`src/rtl/wb_sequencer_pkg.sv`:
```
// wb_sequencer_pkg: shared writeback types and constants
package wb_sequencer_pkg;

    localparam int REG_W  = 4;
    localparam int DATA_W = 32;

    typedef enum logic [1:0] {
        IDLE,
        SECOND,
        LDM,
        LDM_BASE
    } state_t;

endpackage

```
`src/rtl/wb_sequencer_if.sv`:
```
// wb_sequencer_if: retire handshake, load-multiple beat and register-file write port
interface wb_sequencer_if;
    import wb_sequencer_pkg::*;

    logic              wb_valid;
    logic              wb_ready;
    logic              wb_rd_en;
    logic [REG_W-1:0]  wb_rd;
    logic [DATA_W-1:0] wb_rd_data;
    logic              wb_rn_en;
    logic [REG_W-1:0]  wb_rn;
    logic [DATA_W-1:0] wb_rn_data;
    logic              wb_ldm;
    logic [15:0]       wb_reglist;
    logic              mem_valid;
    logic [DATA_W-1:0] mem_data;
    logic              mem_ready;
    logic              write;
    logic [REG_W-1:0]  write_reg;
    logic [DATA_W-1:0] write_data;

    modport master (
        output wb_valid, wb_rd_en, wb_rd, wb_rd_data, wb_rn_en, wb_rn, wb_rn_data,
               wb_ldm, wb_reglist, mem_valid, mem_data,
        input  wb_ready, mem_ready, write, write_reg, write_data
    );

    modport slave (
        input  wb_valid, wb_rd_en, wb_rd, wb_rd_data, wb_rn_en, wb_rn, wb_rn_data,
               wb_ldm, wb_reglist, mem_valid, mem_data,
        output wb_ready, mem_ready, write, write_reg, write_data
    );

endinterface

```
`src/rtl/wb_sequencer_lowest_set16.sv`:
```
// lowest_set16: index of the lowest set bit of a 16-bit vector, none when all clear
module lowest_set16
    import wb_sequencer_pkg::*;
(
    input  logic [15:0]      vec,
    output logic [REG_W-1:0] idx,
    output logic             none
);

    always_comb begin
        idx = '0;
        for (int i = 15; i >= 0; i--)
            if (vec[i]) idx = REG_W'(i);
        none = ~|vec;
    end

endmodule

```
`src/rtl/wb_sequencer.sv`:
```
// wb_sequencer: serialises rd, base and load-multiple writes onto one register-file port
module wb_sequencer
    import wb_sequencer_pkg::*;
#(
    parameter int LDM_MAX = 16
)(
    input  logic          clk,
    input  logic          Nrst,
    wb_sequencer_if.slave bus,
    output logic          busy
);

    state_t             state, state_nx;
    logic [LDM_MAX-1:0] list, list_nx;
    logic               rn_en_q, rn_hit_q;
    logic [REG_W-1:0]   rn_q;
    logic [DATA_W-1:0]  rn_data_q;
    logic [REG_W-1:0]   low_idx;
    logic               low_none;
    logic               take;
    logic               issue;
    logic [REG_W-1:0]   issue_reg;
    logic [DATA_W-1:0]  issue_data;

    lowest_set16 u_low (
        .vec  (list),
        .idx  (low_idx),
        .none (low_none)
    );

    assign bus.wb_ready  = state == IDLE;
    assign bus.mem_ready = state == LDM;
    assign busy          = state != IDLE;
    assign take          = bus.wb_valid && state == IDLE;

    always_comb begin
        state_nx   = state;
        list_nx    = list;
        issue      = 1'b0;
        issue_reg  = rn_q;
        issue_data = rn_data_q;
        case (state)
            IDLE:
                if (bus.wb_valid) begin
                    if (bus.wb_ldm) begin
                        list_nx  = bus.wb_reglist;
                        state_nx = |bus.wb_reglist ? LDM : bus.wb_rn_en ? LDM_BASE : IDLE;
                    end else begin
                        issue      = bus.wb_rd_en || bus.wb_rn_en;
                        issue_reg  = bus.wb_rd_en ? bus.wb_rd : bus.wb_rn;
                        issue_data = bus.wb_rd_en ? bus.wb_rd_data : bus.wb_rn_data;
                        state_nx   = bus.wb_rd_en && bus.wb_rn_en ? SECOND : IDLE;
                    end
                end
            SECOND, LDM_BASE: begin
                issue    = 1'b1;
                state_nx = IDLE;
            end
            LDM:
                if (bus.mem_valid && !low_none) begin
                    issue      = 1'b1;
                    issue_reg  = low_idx;
                    issue_data = bus.mem_data;
                    list_nx    = list & ~(LDM_MAX'(1) << low_idx);
                    // a loaded base register overrides the writeback value
                    if (list_nx == '0)
                        state_nx = rn_en_q && !rn_hit_q ? LDM_BASE : IDLE;
                end
        endcase
    end

    always_ff @(posedge clk or negedge Nrst) begin
        if (!Nrst) begin
            state          <= IDLE;
            list           <= '0;
            rn_en_q        <= 1'b0;
            rn_hit_q       <= 1'b0;
            rn_q           <= '0;
            rn_data_q      <= '0;
            bus.write      <= 1'b0;
            bus.write_reg  <= '0;
            bus.write_data <= '0;
        end else begin
            state     <= state_nx;
            list      <= list_nx;
            bus.write <= issue;
            if (take) begin
                rn_en_q   <= bus.wb_rn_en;
                rn_hit_q  <= bus.wb_reglist[bus.wb_rn];
                rn_q      <= bus.wb_rn;
                rn_data_q <= bus.wb_rn_data;
            end
            if (issue) begin
                bus.write_reg  <= issue_reg;
                bus.write_data <= issue_data;
            end
        end
    end

endmodule

```
`src/flat_wrapper.sv`:
```
// flat-port wrapper written by rule: the top's interface ports become plain ports
module wb_sequencer_flat import wb_sequencer_pkg::*;
#(
    parameter int LDM_MAX = 16
)
  (clk, Nrst, busy, bus_wb_valid, bus_wb_rd_en, bus_wb_rd, bus_wb_rd_data, bus_wb_rn_en, bus_wb_rn, bus_wb_rn_data, bus_wb_ldm, bus_wb_reglist, bus_mem_valid, bus_mem_data, bus_wb_ready, bus_mem_ready, bus_write, bus_write_reg, bus_write_data);
  wb_sequencer_if bus_i ();
  input  logic clk;
  input  logic Nrst;
  output logic busy;
  input wire logic [$bits(bus_i.wb_valid)-1:0] bus_wb_valid;
  input wire logic [$bits(bus_i.wb_rd_en)-1:0] bus_wb_rd_en;
  input wire logic [$bits(bus_i.wb_rd)-1:0] bus_wb_rd;
  input wire logic [$bits(bus_i.wb_rd_data)-1:0] bus_wb_rd_data;
  input wire logic [$bits(bus_i.wb_rn_en)-1:0] bus_wb_rn_en;
  input wire logic [$bits(bus_i.wb_rn)-1:0] bus_wb_rn;
  input wire logic [$bits(bus_i.wb_rn_data)-1:0] bus_wb_rn_data;
  input wire logic [$bits(bus_i.wb_ldm)-1:0] bus_wb_ldm;
  input wire logic [$bits(bus_i.wb_reglist)-1:0] bus_wb_reglist;
  input wire logic [$bits(bus_i.mem_valid)-1:0] bus_mem_valid;
  input wire logic [$bits(bus_i.mem_data)-1:0] bus_mem_data;
  output wire logic [$bits(bus_i.wb_ready)-1:0] bus_wb_ready;
  output wire logic [$bits(bus_i.mem_ready)-1:0] bus_mem_ready;
  output wire logic [$bits(bus_i.write)-1:0] bus_write;
  output wire logic [$bits(bus_i.write_reg)-1:0] bus_write_reg;
  output wire logic [$bits(bus_i.write_data)-1:0] bus_write_data;
  assign bus_i.wb_valid = bus_wb_valid;
  assign bus_i.wb_rd_en = bus_wb_rd_en;
  assign bus_i.wb_rd = bus_wb_rd;
  assign bus_i.wb_rd_data = bus_wb_rd_data;
  assign bus_i.wb_rn_en = bus_wb_rn_en;
  assign bus_i.wb_rn = bus_wb_rn;
  assign bus_i.wb_rn_data = bus_wb_rn_data;
  assign bus_i.wb_ldm = bus_wb_ldm;
  assign bus_i.wb_reglist = bus_wb_reglist;
  assign bus_i.mem_valid = bus_mem_valid;
  assign bus_i.mem_data = bus_mem_data;
  assign bus_wb_ready = bus_i.wb_ready;
  assign bus_mem_ready = bus_i.mem_ready;
  assign bus_write = bus_i.write;
  assign bus_write_reg = bus_i.write_reg;
  assign bus_write_data = bus_i.write_data;
  wb_sequencer #(.LDM_MAX(LDM_MAX)) u_core (.clk(clk), .Nrst(Nrst), .bus(bus_i), .busy(busy));
endmodule
```
`config.mk`:
```
export PLATFORM = sky130hd
export DESIGN_NAME = wb_sequencer_flat
export DESIGN_NICKNAME = d
export VERILOG_FILES = /design/src/rtl/wb_sequencer_pkg.sv /design/src/rtl/wb_sequencer_if.sv /design/src/rtl/wb_sequencer_lowest_set16.sv /design/src/rtl/wb_sequencer.sv /design/src/flat_wrapper.sv
export SDC_FILE = /design/constraint.sdc
export NUM_CORES = 1
export LEC_CHECK = 0
export BUFFER_PORTS_ARGS = -buffer_cell sky130_fd_sc_hd__buf_2
export CAP_MARGIN = 20
export CORE_MARGIN = 2
export CORE_UTILIZATION = 35
export DETAILED_ROUTE_END_ITERATION = 10
export GPL_ROUTABILITY_DRIVEN = 0
export GPL_TIMING_DRIVEN = 0
export SYNTH_ARGS = -nofsm -noshare
export SYNTH_HDL_FRONTEND = slang
export SYNTH_HIERARCHICAL = 1
export SYNTH_SLANG_ARGS = --single-unit
export TNS_END_PERCENT = 100
```
`constraint.sdc`:
```
create_clock -name clk -period 3.6 [get_ports clk]
set_input_delay 0 -clock clk [delete_from_list [all_inputs] [get_ports clk]]
set_output_delay 0 -clock clk [all_outputs]
set_load 0.02 [all_outputs]
```
==> impl_metrics.toml, run 1 <==
[run_status]
outcome = "finished, final reports clean"

[finish]
area_growth_pct = 42.6
final_nets = 903
fin_area_um2 = 7390
top_regs = "u_core/bus.write_data x32, u_core/rn_data_q x32, u_core/list x16"
layout-drive-gt1-share = 0.329
diodes = 0
final_cells = 965

[floorplanning]
core_area_um2 = 14500
die_x_um = 126
start_util = 0.358
dieArea_um2 = 15800
dieHeight_um = 126
ios = 167
std_cell_rows = 44

[logic_synthesis]
avgSynthCellArea_um2 = 10.0
netlist_area_um2 = 5180
synth_flop_cell = "dfrtp_1"
yosys_warnings = 6
async_flop_share = 1.00
syn_nets = 644
ys_seq_area_frac = 0.449
ys_ff_latch = 93
yosysUniqueCellTypes = 50
synth_edf_count = 0
synth_cells = 517

[power_and_ir_drop]
max-vdd-ir-drop_v = 0.000179
p_per_area_nw_per_um2 = 327
leakage_nw = 3.53

[global_route]
grt_pass1_vias = 5174
grt_overflow_total = 0
track_usage = 0.212
grt_pass1_wl_mm = 26.9
grt_max_degree = 56
antenna_found_initial = 0

[critical_path]
arrival_ns = 3.54
start_kind = "flop"
crit_path_end_kind = "flop"
crit_type = "flop to flop"
crit_fanout = 6
required_ns = 3.89

[place]
placed_cells = 867
port_buffers = 165
hpwl_mm = 11.8
placed_area_um2 = 6270

[sta]
clock.fmax_mhz = 307
whs_ns = 0.0354
setup_violations = 0
grt_setup_unrepaired = "no"
skew_ns = 0.00731
final-max-slew-violation-count = 0
fin_crit_sh = 0.905
timing_hold_violations_final = 0
fin_crit_ns = 3.26
tns_ns = 0
slew_headroom = 0.446
worst_pin_slew_ns = 0.830

[job]
maxCapViolCount = 0

[clock_network]
clkLatencyLatePin_ns = 0.35
cts.sinks = 93
cts_max_path_buffers = 2
path_clk_slew_ns = 0.06
cts_buffers = 9
cts-root-buf = "clkbuf_16"
tritoncts = "yes"
cts_htree_levels = 3

[route]
drt_iter0_drc = 324
vias = 5219
viasPerCell = 5.41
dr.pass1.iters = 4
post-route-drc-count = 0
wirelength_mm = 17.0
drtAntennaViolNets = 0
avgRoutedWirePerCell_um = 17.6

[hold_path]
min_path_type = "primary input to flop"
[per-layer routing]
layer	global-route usage	part of all wire
met5	0	0
met4	0.0810	0.017
met3	0.0429	0.071
met2	0.353	0.48
met1	0.274	0.44
[power breakdown]
| group | internal, W | switching [W] | total, W | leakage [nW] |
|---|---|---|---|---|
| sequential | 0.00109 | 0.0000238 | 0.00111 | 1.23 |
| combinational | 0.000196 | 0.000159 | 0.000356 | 2.16 |
| clock | 0.000541 | 0.000405 | 0.000946 | 0.140 |
| total | 0.00183 | 0.000588 | 0.00242 | 3.53 |
[cell usage in the layout, fill, tap and decap left out, drive strengths merged, types with 4 or more instances in the layout]
master	netlist	routed
a22o	16	16
a21oi	45	45
inv	8	9
nor2	85	85
dfrtp	93	93
nor4	9	9
mux4	5	5
mux2	42	42
nand2b	9	9
nor2b	4	4
or2	4	4
dlygate4sd3	0	82
nand2	20	20
buf	20	186
a221oi	33	33
nor3	12	12
clkbuf	19	30
mux2i	36	36
o21ai	21	21
[worst max-delay path: stages (launching register included)]
cell,delay [ns]
dfrtp_1,0.46
nor3_1,0.23
o31ai_1,0.13
a31oi_1,0.50
mux2_2,0.40
o32a_1,0.35
nor4_1,0.24
a31oi_1,0.16
a211oi_1,0.17
dlygate4sd3_1,0.56
[area by class of cell]
type | count | area [um2]
fillers | 1315 | 7090
multi-input cells | 377 | 2660
flip-flops and latches | 93 | 2330
repair buffers | 248 | 1680
clock buffers | 11 | 233
well taps | 184 | 230
plain buffers | 39 | 176
clock inverters | 5 | 60.1
inverters | 8 | 30.0
[metrics by stage]
step / power, W / setup slack, ns / utilization
floorplan: 0.00126 / 1.05 / -
global placement: 0.00141 / 0.585 / 0.431
detailed placement: 0.00142 / 0.562 / 0.433
CTS: 0.00245 / 0.256 / 0.510
global route: 0.00252 / 0.0275 / 0.511
finish: 0.00242 / 0.343 / 0.511
[Yosys cell counts, drive strengths merged (3+ instances only)]
| master | n | area, um2 |
|---|---|---|
| a221oi | 33 | 289 |
| inv | 8 | 30.0 |
| nor3 | 12 | 60.1 |
| nand3 | 3 | 15.0 |
| or2 | 4 | 25.0 |
| a21oi | 45 | 225 |
| buf | 20 | 104 |
| nand2 | 20 | 75.1 |
| o21ai | 21 | 116 |
| dfrtp | 93 | 2330 |
| nor2 | 85 | 327 |
| clkbuf | 19 | 72.6 |
| nand2b | 9 | 56.3 |
| a22o | 16 | 140 |
| mux2i | 36 | 360 |
| mux4 | 5 | 113 |
| nor2b | 4 | 25.0 |
| and3b | 3 | 26.3 |
| nor4 | 9 | 77.6 |
| mux2 | 42 | 473 |
[logic make-up after synthesis]
family                 Yosys count  synth area share
buffers and inverters           47            0.0398
multiplexers                    83             0.183
AO/OA/AOI/OAI                  135             0.180
AND/OR/NAND/NOR                159             0.148
flip-flops                      93             0.449
[what timing repair did]
action | 4_1_cts | 5_1_grt
setup buffers | 0 | 0
hold buffers | 82 | 0
endpoints found under the setup margin | 0 | 1
hold endpoints to repair | 119 | 0
resized for setup | 0 | 2
[worst paths after layout]
| check | startpoint | slack, ns | endpoint | cells after the start |
|---|---|---|---|---|
| worst min register to register | u_core/rn_data_q[7]$_DFFE_PN0P_ | 0.51 | u_core/rn_data_q[7]$_DFFE_PN0P_ | 1 |
| max in group asynchronous | Nrst | 2.77 | u_core/bus.write_data[9]$_DFFE_PN0P_ | 3 |
| worst min-delay path | bus_wb_rn[0] | 0.04 | u_core/rn_q[0]$_DFFE_PN0P_ | 2 |
| worst max-delay path | u_core/list[13]$_DFFE_PN0P_ | 0.34 | u_core/state[0]$_DFFE_PN0P_ | 9 |
| worst max register to register | u_core/list[13]$_DFFE_PN0P_ | 0.34 | u_core/state[0]$_DFFE_PN0P_ | 9 |
| min in group asynchronous | Nrst | 0.19 | u_core/list[2]$_DFFE_PN0P_ | 2 |
Power figures use the tool's default switching activity.
==> run 2, diff against run 1 <==
--- a/config.mk
+++ b/config.mk
@@ -7,11 +7,14 @@
 export LEC_CHECK = 0
 export BUFFER_PORTS_ARGS = -buffer_cell sky130_fd_sc_hd__buf_2
 export CAP_MARGIN = 20
+export CELL_PAD_IN_SITES_DETAIL_PLACEMENT = 0
+export CELL_PAD_IN_SITES_GLOBAL_PLACEMENT = 1
 export CORE_MARGIN = 2
 export CORE_UTILIZATION = 35
 export DETAILED_ROUTE_END_ITERATION = 10
 export GPL_ROUTABILITY_DRIVEN = 0
 export GPL_TIMING_DRIVEN = 0
+export PLACE_DENSITY_LB_ADDON = 0.1
 export SYNTH_ARGS = -nofsm -noshare
 export SYNTH_HDL_FRONTEND = slang
 export SYNTH_HIERARCHICAL = 1
==> run 2 against run 1 <==
  * Sequential share of layout area shrank 0.12 points
  * Global-route usage grew 1.1 points
  * Non-clock buffer count is the same
  * Total power grew 5.1%
  * Worst setup slack gained 0.13 ns
  * Combinational power is essentially flat
  * Largest power group unchanged
==> impl_metrics.toml, run 2 (synthesized netlist as in run 1, its figures left out) <==
[clock_network]
cts_hold_buf = 82
path_clk_slew_ns = 0.07
clkLatencyLatePin_ns = 0.35
tritoncts = "yes"
cts.sinks = 93
cts_buffers = 9
cts-root-buf = "clkbuf_16"
cts_resized = 0
post-cts-setup-buffer-count = 0
cts_htree_levels = 3
cts_max_path_buffers = 2

[route]
wirelength_mm = 17.6
avgRoutedWirePerCell_um = 18.3
drt_iter0_drc = 270
vias = 5196
viasPerCell = 5.38
post-route-drc-count = 0
drtAntennaViolNets = 0
dr.pass1.iters = 6

[global_route]
grt_pass1_wl_mm = 27.9
grt_overflow_total = 0
grt_pass1_vias = 5260
track_usage = 0.223
grt_max_degree = 67
antenna_found_initial = 0

[sta]
fin_crit_ns = 3.13
setup_violations = 0
skew_ns = 0.0112
whs_ns = 0.0280
tns_ns = 0
final-max-slew-violation-count = 0
slew_headroom = 0.437
fin_crit_sh = 0.868
clock.fmax_mhz = 320
timing_hold_violations_final = 0
grt_setup_unrepaired = "no"
worst_pin_slew_ns = 0.845

[job]
maxCapViolCount = 0

[critical_path]
arrival_ns = 3.35
crit_type = "flop to flop"
start_kind = "flop"
crit_path_end_kind = "flop"
required_ns = 3.83
crit_fanout = 8

[finish]
final_util = 0.512
n_fill_cell = 1323
multiInputGateArea_um2 = 2650
layout-drive-gt1-share = 0.329
final_cell_mix = "181 x buf_2, 93 x dfrtp_1, 84 x nor2_1, 82 x dlygate4sd3_1, 45 x a21oi_1"
regArea_um2 = 2330
final_common_cell = "buf_2"
area_growth_pct = 43.2
top_regs = "u_core/bus.write_data x32, u_core/rn_data_q x32, u_core/list x16"
diodes = 0
final_nets = 903

[power_and_ir_drop]
p_per_area_nw_per_um2 = 342
max-vdd-ir-drop_v = 0.000209
leakage_nw = 3.54

[floorplanning]
core_area_um2 = 14500
ios = 167
dieArea_um2 = 15800
start_util = 0.358
dieHeight_um = 126
std_cell_rows = 44
die_x_um = 126

[run_status]
outcome = "finished, final reports clean"

[hold_path]
min_path_type = "primary input to flop"

[place]
port_buffers = 165
hpwl_mm = 12.3
run 2: changes by cell type in the layout (fill, tap and decap cells not counted), sizes merged:
cell / before / now
bufinv: 1 / 2
clkbuf: 30 / 28
clkinv: 2 / 1
inv: 9 / 11
run 2: final timing paths:
check	end	depth (start not counted)	slack, ns	start
max	u_core/state[1]$_DFFE_PN0P_	8	0.47	u_core/list[7]$_DFFE_PN0P_
min	u_core/state[0]$_DFFE_PN0P_	3	0.03	bus_wb_valid
max reg2reg	u_core/state[1]$_DFFE_PN0P_	8	0.47	u_core/list[7]$_DFFE_PN0P_
min reg2reg	u_core/rn_data_q[28]$_DFFE_PN0P_	1	0.51	u_core/rn_data_q[28]$_DFFE_PN0P_
max in group asynchronous	u_core/bus.write_data[31]$_DFFE_PN0P_	3	2.81	Nrst
min in group asynchronous	u_core/bus.write_data[21]$_DFFE_PN0P_	2	0.12	Nrst
run 2: per-stage QoR:
step                cell area (um2)  power [W]  cells  worst slack, ns
floorplan                      5180    0.00126    517             1.05
global placement               6240    0.00141    866            0.639
detailed placement             6270    0.00142    867            0.585
CTS                            7420    0.00257    965            0.569
global route                   7420    0.00264    965            0.184
finish                         7420    0.00254    965            0.475
run 2: cell type report:
cell class | count | area share
inverters | 8 | 0.00405
flip-flops and latches | 93 | 0.314
plain buffers | 39 | 0.0238
clock buffers | 9 | 0.0304
multi-input cells | 377 | 0.357
clock inverters | 7 | 0.0142
well taps | 184 | 0.0310
repair buffers | 248 | 0.226
run 2: power breakdown:
part | internal (W) | switching, W
Sequential | 0.00109 | 0.0000219
Combinational | 0.000197 | 0.000161
Clock | 0.000620 | 0.000449
run 2: worst max-delay path, stage by stage, from the launching register on:
cell and delay, ns:
dfrtp_1 0.48, nor4_2 0.33, nand3_1 0.14, a21oi_1 0.54, mux2_2 0.41, o32a_1 0.34
nor4_1 0.31, a31oi_1 0.19, or2_1 0.26
run 2: routing by layer:
metal | global-route usage | up-vias | wire length, um
met5 | 0 | - | 0
li1 | - | 2440 | -
met3 | 0.0506 | 30 | 1120
met1 | 0.300 | 2534 | 8060
met4 | 0.0712 | 0 | 408
met2 | 0.359 | 192 | 8040
